--- src/rtl/conv_mdc_package.sv ---
// Shared types and widths for the conv_mdc adapter slice: frame sequencer states,
// counter widths and the upstream job descriptor.
`timescale 1ns/1ps
package conv_mdc_package;

  localparam int unsigned CONV_MDC_FRM_CNT_W  = 16;
  localparam int unsigned CONV_MDC_BEAT_CNT_W = 32;

  typedef enum logic [2:0] {
    IDLE  = 3'd0,
    LOAD  = 3'd1,
    START = 3'd2,
    RUN   = 3'd3,
    DONE  = 3'd4
  } frame_ctrl_state_e;

  typedef struct packed {
    logic                          start;
    logic [31:0]                   width;
    logic [31:0]                   height;
    logic [CONV_MDC_FRM_CNT_W-1:0] n_frames;
  } ctrl_frame_t;

  // Full-precision pixel count of one frame; callers keep the low bits they need.
  function automatic logic [63:0] beat_total(input logic [31:0] w, input logic [31:0] h);
    return 64'(w) * 64'(h);
  endfunction

endpackage

--- src/rtl/conv_mdc_beat_counter.sv ---
// Beat counter with synchronous clear and a level flag that is high once the
// count has reached the supplied limit.
`timescale 1ns/1ps
module conv_mdc_beat_counter #(
  parameter int unsigned CNT_W = 32
) (
  input  logic             clk_i,
  input  logic             rst_ni,
  input  logic             clear_i,
  input  logic             en_i,
  input  logic [CNT_W-1:0] limit_i,
  output logic [CNT_W-1:0] count_o,
  output logic             reached_o
);

  logic [CNT_W-1:0] count_r;

  // Count register: clear has priority over increment.
  always_ff @(posedge clk_i or negedge rst_ni) begin
    if (!rst_ni) begin
      count_r <= '0;
    end else if (clear_i) begin
      count_r <= '0;
    end else if (en_i) begin
      count_r <= count_r + CNT_W'(1'b1);
    end
  end

  assign count_o   = count_r;
  assign reached_o = (count_r >= limit_i);

endmodule

--- src/rtl/conv_mdc_frame_ctrl.sv ---
// Frame sequencer for the conv_mdc kernel adapter: latches a job, issues one kernel
// start per frame and gates the input stream so frames never overlap.
`timescale 1ns/1ps
module conv_mdc_frame_ctrl
  import conv_mdc_package::*;
#(
  parameter int unsigned CNT_W = CONV_MDC_BEAT_CNT_W,
  parameter int unsigned FRM_W = CONV_MDC_FRM_CNT_W
) (
  input  logic             clk_i,
  input  logic             rst_ni,
  input  logic             test_mode_i,
  input  logic             clear_i,
  input  logic             start_i,
  input  logic [31:0]      width_i,
  input  logic [31:0]      height_i,
  input  logic [FRM_W-1:0] n_frames_i,
  input  logic             src_fire_i,
  input  logic             dst_fire_i,
  output logic             src_en_o,
  output logic             kernel_start_o,
  output logic [31:0]      width_o,
  output logic [31:0]      height_o,
  output logic [FRM_W-1:0] frame_idx_o,
  output logic             busy_o,
  output logic             frame_done_o,
  output logic             done_o,
  output logic             err_o
);

  frame_ctrl_state_e state_r, state_n;
  logic [31:0]       width_r, width_n;
  logic [31:0]       height_r, height_n;
  logic [FRM_W-1:0]  n_frames_r, n_frames_n;
  logic [FRM_W-1:0]  frame_idx_r, frame_idx_n;
  logic [CNT_W-1:0]  total_r, total_n;
  logic              err_r, err_n;
  logic              frame_done_r, frame_done_n;

  logic [63:0]       prod_s;
  logic [CNT_W-1:0]  total_load_s;
  logic [CNT_W-1:0]  in_cnt_s, out_cnt_s;
  logic [CNT_W:0]    in_after_s, out_after_s;
  logic              in_reached_s, out_reached_s;
  logic              src_en_s, in_inc_s, out_inc_s, last_beat_s;
  logic              err_evt_s, cnt_clr_s;
  logic              unused_s;

  assign unused_s = test_mode_i ^ out_reached_s;

  assign prod_s       = beat_total(width_r, height_r);
  assign total_load_s = prod_s[CNT_W-1:0];

  assign src_en_s  = (state_r == RUN) && !in_reached_s;
  assign in_inc_s  = (state_r == RUN) && src_fire_i && src_en_s;
  assign out_inc_s = (state_r == RUN) && dst_fire_i;
  assign cnt_clr_s = clear_i || (state_r == START) || ((state_r == IDLE) && start_i);

  // Overflow check counts a same-cycle input beat before comparing.
  assign in_after_s  = {1'b0, in_cnt_s} + {{CNT_W{1'b0}}, in_inc_s};
  assign out_after_s = {1'b0, out_cnt_s} + {{CNT_W{1'b0}}, 1'b1};
  assign last_beat_s = out_inc_s && (out_after_s == {1'b0, total_r});
  assign err_evt_s   = (src_fire_i && !src_en_s)
                     || (dst_fire_i && (state_r != RUN))
                     || (out_inc_s && (out_after_s > in_after_s));

  conv_mdc_beat_counter #(.CNT_W(CNT_W)) u_in_cnt (
    .clk_i     (clk_i),
    .rst_ni    (rst_ni),
    .clear_i   (cnt_clr_s),
    .en_i      (in_inc_s),
    .limit_i   (total_r),
    .count_o   (in_cnt_s),
    .reached_o (in_reached_s)
  );

  conv_mdc_beat_counter #(.CNT_W(CNT_W)) u_out_cnt (
    .clk_i     (clk_i),
    .rst_ni    (rst_ni),
    .clear_i   (cnt_clr_s),
    .en_i      (out_inc_s),
    .limit_i   (total_r),
    .count_o   (out_cnt_s),
    .reached_o (out_reached_s)
  );

  // Next-state and next-register values for the job sequencer.
  always_comb begin
    state_n      = state_r;
    width_n      = width_r;
    height_n     = height_r;
    n_frames_n   = n_frames_r;
    frame_idx_n  = frame_idx_r;
    total_n      = total_r;
    frame_done_n = 1'b0;
    err_n        = err_r | err_evt_s;
    case (state_r)
      IDLE: begin
        if (start_i) begin
          state_n     = LOAD;
          width_n     = width_i;
          height_n    = height_i;
          n_frames_n  = n_frames_i;
          frame_idx_n = '0;
          total_n     = '0;
          err_n       = 1'b0;
        end else begin
          state_n = IDLE;
        end
      end
      LOAD: begin
        total_n = total_load_s;
        // A product that truncates to zero would never finish a frame.
        if ((width_r == 32'd0) || (height_r == 32'd0) || (n_frames_r == '0)
            || (total_load_s == '0)) begin
          err_n   = 1'b1;
          state_n = DONE;
        end else begin
          state_n = START;
        end
      end
      START: begin
        state_n = RUN;
      end
      RUN: begin
        if (last_beat_s) begin
          frame_done_n = 1'b1;
          if ((frame_idx_r + FRM_W'(1'b1)) == n_frames_r) begin
            state_n = DONE;
          end else begin
            frame_idx_n = frame_idx_r + FRM_W'(1'b1);
            state_n     = START;
          end
        end else begin
          state_n = RUN;
        end
      end
      DONE: begin
        state_n = IDLE;
      end
      default: begin
        state_n = IDLE;
      end
    endcase
  end

  // Sequencer registers; soft clear zeroes everything like reset.
  always_ff @(posedge clk_i or negedge rst_ni) begin
    if (!rst_ni) begin
      state_r      <= IDLE;
      width_r      <= 32'd0;
      height_r     <= 32'd0;
      n_frames_r   <= '0;
      frame_idx_r  <= '0;
      total_r      <= '0;
      err_r        <= 1'b0;
      frame_done_r <= 1'b0;
    end else if (clear_i) begin
      state_r      <= IDLE;
      width_r      <= 32'd0;
      height_r     <= 32'd0;
      n_frames_r   <= '0;
      frame_idx_r  <= '0;
      total_r      <= '0;
      err_r        <= 1'b0;
      frame_done_r <= 1'b0;
    end else begin
      state_r      <= state_n;
      width_r      <= width_n;
      height_r     <= height_n;
      n_frames_r   <= n_frames_n;
      frame_idx_r  <= frame_idx_n;
      total_r      <= total_n;
      err_r        <= err_n;
      frame_done_r <= frame_done_n;
    end
  end

  assign src_en_o       = src_en_s;
  assign kernel_start_o = (state_r == START);
  assign busy_o         = (state_r != IDLE);
  assign done_o         = (state_r == DONE);
  assign frame_done_o   = frame_done_r;
  assign err_o          = err_r;
  assign width_o        = width_r;
  assign height_o       = height_r;
  assign frame_idx_o    = frame_idx_r;

endmodule

--- config.mk ---
export PLATFORM = sky130hd
export DESIGN_NAME = conv_mdc_frame_ctrl
export DESIGN_NICKNAME = d
export VERILOG_FILES = /design/src/rtl/conv_mdc_package.sv /design/src/rtl/conv_mdc_beat_counter.sv /design/src/rtl/conv_mdc_frame_ctrl.sv
export SDC_FILE = /design/constraint.sdc
export NUM_CORES = 2
export LEC_CHECK = 0
export CAP_MARGIN = 10
export CORE_ASPECT_RATIO = 0.6
export CORE_MARGIN = 1.5
export CORE_UTILIZATION = 45
export DETAILED_ROUTE_END_ITERATION = 7
export PLACE_DENSITY_LB_ADDON = 0.08
export SYNTH_ARGS = -nofsm -noshare
export SYNTH_HDL_FRONTEND = slang
export SYNTH_HIERARCHICAL = 1
export SYNTH_SLANG_ARGS = --single-unit
--- constraint.sdc ---
create_clock -name clk_i -period 22.4 [get_ports clk_i]
set_input_delay 4.48 -clock clk_i [delete_from_list [all_inputs] [get_ports clk_i]]
set_output_delay 4.48 -clock clk_i [all_outputs]
set_load 0.05 [all_outputs]
# Word-level counts from Yosys, hierarchy flattened

Cells that the tools add are included.

Register bits: 197
Latch bits: 0
Bits in writable memories: 0
Memory bits (read-only): 0
Output and inout bits: 86
Word-level logic and storage cells: 96
Memories: 0

Add/subtract/negate cells: 5
Multipliers: 1
Div/mod/pow operators: 0
$lt $le $gt $ge: 2
Equality and inequality tests: 10
Shift operators: 0
Multiplexer cells: 34
Bitwise logic cells: 1
Reduce and logical (&&, ||, !) cells: 33

Operator list:

| kind                  | number |
|---|---|
| $mux 32               | 12 |
| $mux 16               | 7 |
| $logic_not 32->1      | 3 |
| $add 32x1->32 const B | 2 |
| $pmux 32 s2           | 1 |
| $add 32x1->33         | 1 |
| $add 32x1->33 const B | 1 |
| $eq 33x32->1          | 1 |
| $gt 33x33->1          | 1 |
| $ge 32x32->1          | 1 |
| $mul 32x32->32        | 1 |
| $pmux 16 s2           | 1 |
| $add 16x1->16 const B | 1 |
| $eq 16x16->1          | 1 |
| $logic_not 16->1      | 1 |
| $mux 3                | 4 |
| $pmux 3 s4            | 1 |
| $logic_and 1x1->1     | 9 |
| $ne 3x3->1 const B    | 3 |
| $reduce_bool 3->1     | 3 |
| $reduce_bool 2->1     | 4 |
| $logic_or 1x1->1      | 7 |
| $mux 1                | 7 |
| $eq 3x2->1 const B    | 2 |
| 9 further kinds       | 11 |

# Logic depth before layout (Yosys ltp)

Depth in word-level cells: 12
Gate-level depth with buffers: 30
Mapped depth without buffers: 29

# By module

Netlist, hierarchy kept.

Modules (own cells, without submodules):

| module                | instances | cells an instance | area each (µm²) | seq. area each (µm²) |
|---|---|---|---|---|
| conv_mdc_frame_ctrl   | 1         | 2616              | 24154.4         | 3328.2 |
| conv_mdc_beat_counter | 2         | 273               | 2411.1          | 800.8 |

# Least setup slack after synthesis

No wires, ideal clock.

Path type: register -> register
Start point: register width_r[13] (netlist: width_o[13])
End point: register err_r (netlist: err_o)
Library setup time: 84 ps
Data arrival time: 7875 ps
Slack: 14441 ps
Cell stages (with the launch flop): 28
Period minus slack after synthesis: 7959 ps
Cell sequence: dfrtp_1 clkbuf_1 clkbuf_1 and2_1 fa_1 fa_1 fa_1 inv_1 fa_1 inv_1 fa_1 inv_1 fa_1 inv_1 fa_1 fa_1 ha_1 a21oi_1 o21ai_0 a21o_1 a21oi_1 o21ai_0 or3_1 a2111oi_0 and4b_1 a41oi_1 nand3b_1 a21boi_0

Longest elaborated chain between the ends: 7

Ends and longest elaborated chain:

| what                                                                   | line                       | RTL |
|---|---|---|
| from (decl)                                                            | conv_mdc_frame_ctrl.sv:32  | `logic [31:0] width_r, width_n;` |
| from (signal assigned)                                                 | conv_mdc_frame_ctrl.sv:169 | `width_r <= width_n;` |
| parallel branches: the longest is 3 deep, another holds $mul 32x32->32 | --                         |  |
| $logic_or 1x1->1 *                                                     | conv_mdc_frame_ctrl.sv:115 | `\|\| (total_load_s == '0)) begin` |
| $mux 1 *                                                               | conv_mdc_frame_ctrl.sv:114 | `if ((width_r == 32'd0) \|\| (height_r == 32'd0) \|\| (n_frames_r == '0)` |
| $pmux 1 s2 *                                                           | conv_mdc_frame_ctrl.sv:97  | `case (state_r)` |
| $mux 1 *                                                               | conv_mdc_frame_ctrl.sv:158 | `end else if (clear_i) begin` |
| to (signal assigned)                                                   | conv_mdc_frame_ctrl.sv:174 | `err_r <= err_n;` |
| to (decl)                                                              | conv_mdc_frame_ctrl.sv:37  | `logic err_r, err_n;` |

Mark *: on every way between the ends.
A chain may end at the register's enable or synchronous reset.

# Final worst setup path

Start point: input src_fire_i
End point: register err_r (netlist: err_o)

Longest elaborated chain between the ends: 10

Ends and longest elaborated chain:

| what                              | line                                                  | RTL |
|---|---|---|
| from (decl)                       | conv_mdc_frame_ctrl.sv:18                             | `input logic src_fire_i,` |
| $logic_and 1x1->1 * (2 in series) | conv_mdc_frame_ctrl.sv:55                             | `assign in_inc_s = (state_r == RUN) && src_fire_i && src_en_s;` |
| via in_inc_s                      | conv_mdc_frame_ctrl.sv:45                             | `logic src_en_s, in_inc_s, out_inc_s, last_beat_s;` |
| $add 32x1->33 *                   | conv_mdc_frame_ctrl.sv:60                             | `assign in_after_s = {1'b0, in_cnt_s} + {{CNT_W{1'b0}}, in_inc_s};` |
| $gt 33x33->1 *                    | conv_mdc_frame_ctrl.sv:65                             | `\|\| (out_inc_s && (out_after_s > in_after_s));` |
| $logic_and 1x1->1 *               | conv_mdc_frame_ctrl.sv:65                             |  |
| $logic_or 1x1->1 *                | conv_mdc_frame_ctrl.sv:65                             |  |
| $or 1x1->1 *                      | conv_mdc_frame_ctrl.sv:96                             | `err_n = err_r \| err_evt_s;` |
| $mux 1 (on tied branches)         | conv_mdc_frame_ctrl.sv:114, conv_mdc_frame_ctrl.sv:99 |  |
| $pmux 1 s2 *                      | conv_mdc_frame_ctrl.sv:97                             |  |
| $mux 1 *                          | conv_mdc_frame_ctrl.sv:158                            |  |

The timed path passes the listed nets; every way through them passes the cells marked *.

==> impl_metrics.env <==
export IMPL_p_per_area_mw_per_mm2=46.11
export IMPL_postCtsHoldBufs=0
export IMPL_cts_max_path_buffers=2
export IMPL_cp_max_fo=8
export IMPL_fp_dieH_um=196.9
export IMPL_p_sw_share_pct=46.20
export IMPL_overflow=0
export IMPL_worst_slack_ns=12.77
export IMPL_syn_nets=3743
export IMPL_maxSlewHeadroom_pct=20.36
export IMPL_coreArea_mm2=0.06140
export IMPL_fillers=5728
export IMPL_cts_clk_slew_worst_paths_ns=0.09
export IMPL_yosysWarnings=6
export IMPL_crit_top_cell="nor2b_1"
export IMPL_ir_drop_uv=50.79
export IMPL_cp_cell_sequence="clkdlybuf4s50_1, and2_1, ha_1, and3_1, and2_0, nor2b_1, and2_1, nor2b_1, nand3_1, xor2_1, ha_1, a21oi_1, nor2b_1, o21ai_0, nand2b_1, a21oi_1, nor2_1, a211oi_1, o31ai_1, a311oi_1, a21boi_0"
export IMPL_via_per_inst=5.562
export IMPL_max_cap_violations=0
export IMPL_gp_congestion=0.9555
export IMPL_vias=22090
export IMPL_postCtsSetupBuffers=0
export IMPL_post_place_ws_ns=12.56
export IMPL_cellLeakagePower_nw=14.47
export IMPL_worst_pin_slew_ns=1.184
export IMPL_drc=0
export IMPL_finalCritPeriodShare_pct=43.00
export IMPL_postSynthCellCount=3054
export IMPL_clockRootBuffer="clkbuf_16"
export IMPL_grt_pass1_vias=23060
export IMPL_area_delta_synth_final_pct=10.96
export IMPL_cts_max_level=4
export IMPL_drv_slew=0
export IMPL_first_pass_iters=8
export IMPL_clk_latency_ns=0.48
export IMPL_start_util_pct=45.92
export IMPL_rows=70
export IMPL_final_cell_area_mm2=0.03128
export IMPL_fmax_mhz=103.8
export IMPL_clkPwrFrac_pct=23.0
export IMPL_setup_tns_ns=0
export IMPL_grt_util_all_layers_pct=29.14
export IMPL_p_switching_w=0.0006664
export IMPL_pin_count=173
export IMPL_cp_arrival_ns=9.99
export IMPL_skew_ns=0.02267
export IMPL_hp_class="flop to flop"
export IMPL_drive_gt1_share_pct=3.947
export IMPL_numCtsBuffers=17
export IMPL_layout_cells_non_filler=3971
export IMPL_synth_area_mm2=0.02819
export IMPL_status="finished, final reports clean"
export IMPL_cts_resized=0
export IMPL_drtAntennaViolNets=0
export IMPL_critPathKind="primary input to flop"
export IMPL_routedWlPerCell_um=22.54
export IMPL_place_area_mm2=0.03067
export IMPL_setup_violations=0
export IMPL_first_iter_violations=1834
export IMPL_combPwrFrac_pct=47.5
export IMPL_die_area_mm2=0.06421
export IMPL_intPower_w=0.0007760
export IMPL_hold_viol_final=0
export IMPL_pwr_share_seq_pct=29.5
export IMPL_finalCriticalPeriod_ns=9.633
export IMPL_nNetsFinal=3818
export IMPL_regArea_mm2=0.004930
export IMPL_avgSynthCellArea_um2=9.231
export IMPL_cts_sinks=197
export IMPL_multiInputGateArea_mm2=0.02096
export IMPL_dp_hpwl_um=70960
export IMPL_crit_buf_inv=1
export IMPL_die_width_um=326.1
export IMPL_placedCellCount=3938
export IMPL_crit_family="simple AND/OR/NAND/NOR gates"
export IMPL_worstPathRequired_ns=22.76
export IMPL_antenna_found_initial=1
export IMPL_cts_tree="yes"
export IMPL_end_kind="flop"
export IMPL_port_buffer_count=171
export IMPL_cp_slowest_stage_delay_ns=0.60
export IMPL_grt_setup_unrepaired="false"
export IMPL_grt_pass1_wl_um=140800
export IMPL_wirelength_um=89500
export IMPL_grt_max_degree=97
export IMPL_cp_start_kind="primary input"
export IMPL_crit_slowest_cell="nor2b_1"
[through the flow]
| step | utilization (%) | power (W) | hold WS, ns |
|---|---|---|---|
| 2_1_floorplan | - | 0.0008431 | 0.4907 |
| 3_3_place_gp | 49.95 | 0.001102 | 0.5161 |
| 3_5_place_dp | 49.95 | 0.001110 | 0.5227 |
| 4_1_cts | 50.95 | 0.001448 | 0.5431 |
| 5_1_grt | 50.95 | 0.001534 | 0.5781 |
| 6_report | 50.95 | 0.001442 | 0.5440 |
[state kept, by name, summed over array words and instances, names as in the netlist]
signal and cells:
frame_done_o 1, total_r 32, err_o 1, frame_idx_o 16, u_out_cnt/count_o 32, u_in_cnt/count_o 32, width_o 32, n_frames_r 16
height_o 32, state_r 3
[layout by cell type, fill, tap and decap left out, types with 94 or more instances in the layout]
cell,count
xnor2_1,160
nor2_1,101
ha_1,194
inv_1,442
nand2_1,327
a22o_1,94
xor2_1,99
dfrtp_1,197
fa_1,408
clkdlybuf4s50_1,170
and2_1,316
[routing by layer]
layer / track usage [%] / vias up / share of wire, %
li1: - / 9923 / -
met1: 46.58 / 11280 / 51
met2: 39.11 / 812 / 39
met3: 7.659 / 73 / 9.4
met4: 4.823 / 0 / 1.2
met5: 0 / - / 0
[area by class of cell]
class / instances / share of cell area, %
Clock buffer: 17 / 1.360
Antenna cell: 1 / 0.008000
Inverter: 442 / 5.304
Sequential cell: 197 / 15.76
Clock inverter: 15 / 0.6000
Timing Repair Buffer: 220 / 6.660
Tap cell: 828 / 3.312
Multi-Input combinational cell: 2251 / 67.00
[power groups by stage]
stage	clock [W]	combinational [W]	sequential, W
finish	0.000331	0.000685	0.000426
global route	0.000353	0.000752	0.000430
CTS	0.000338	0.000684	0.000425
detailed placement	0	0.000678	0.000432
global placement	0	0.000670	0.000433
floorplan	0	0.000398	0.000445
[worst paths after layout]
check                           start                   end  slack [ns]  cells after the start
setup / recovery           src_fire_i                 err_o       12.77                     21
hold / removal             width_o[9]            width_o[9]        0.54                      1
setup reg to reg           width_o[5]                 err_o       13.03                     26
hold reg to reg            width_o[9]            width_o[9]        0.54                      1
max in group asynchronous      rst_ni           width_o[14]       16.23                      3
min in group asynchronous      rst_ni  u_in_cnt/count_o[19]        4.02                      1
Note: power is estimated with default switching activity, not from simulation.
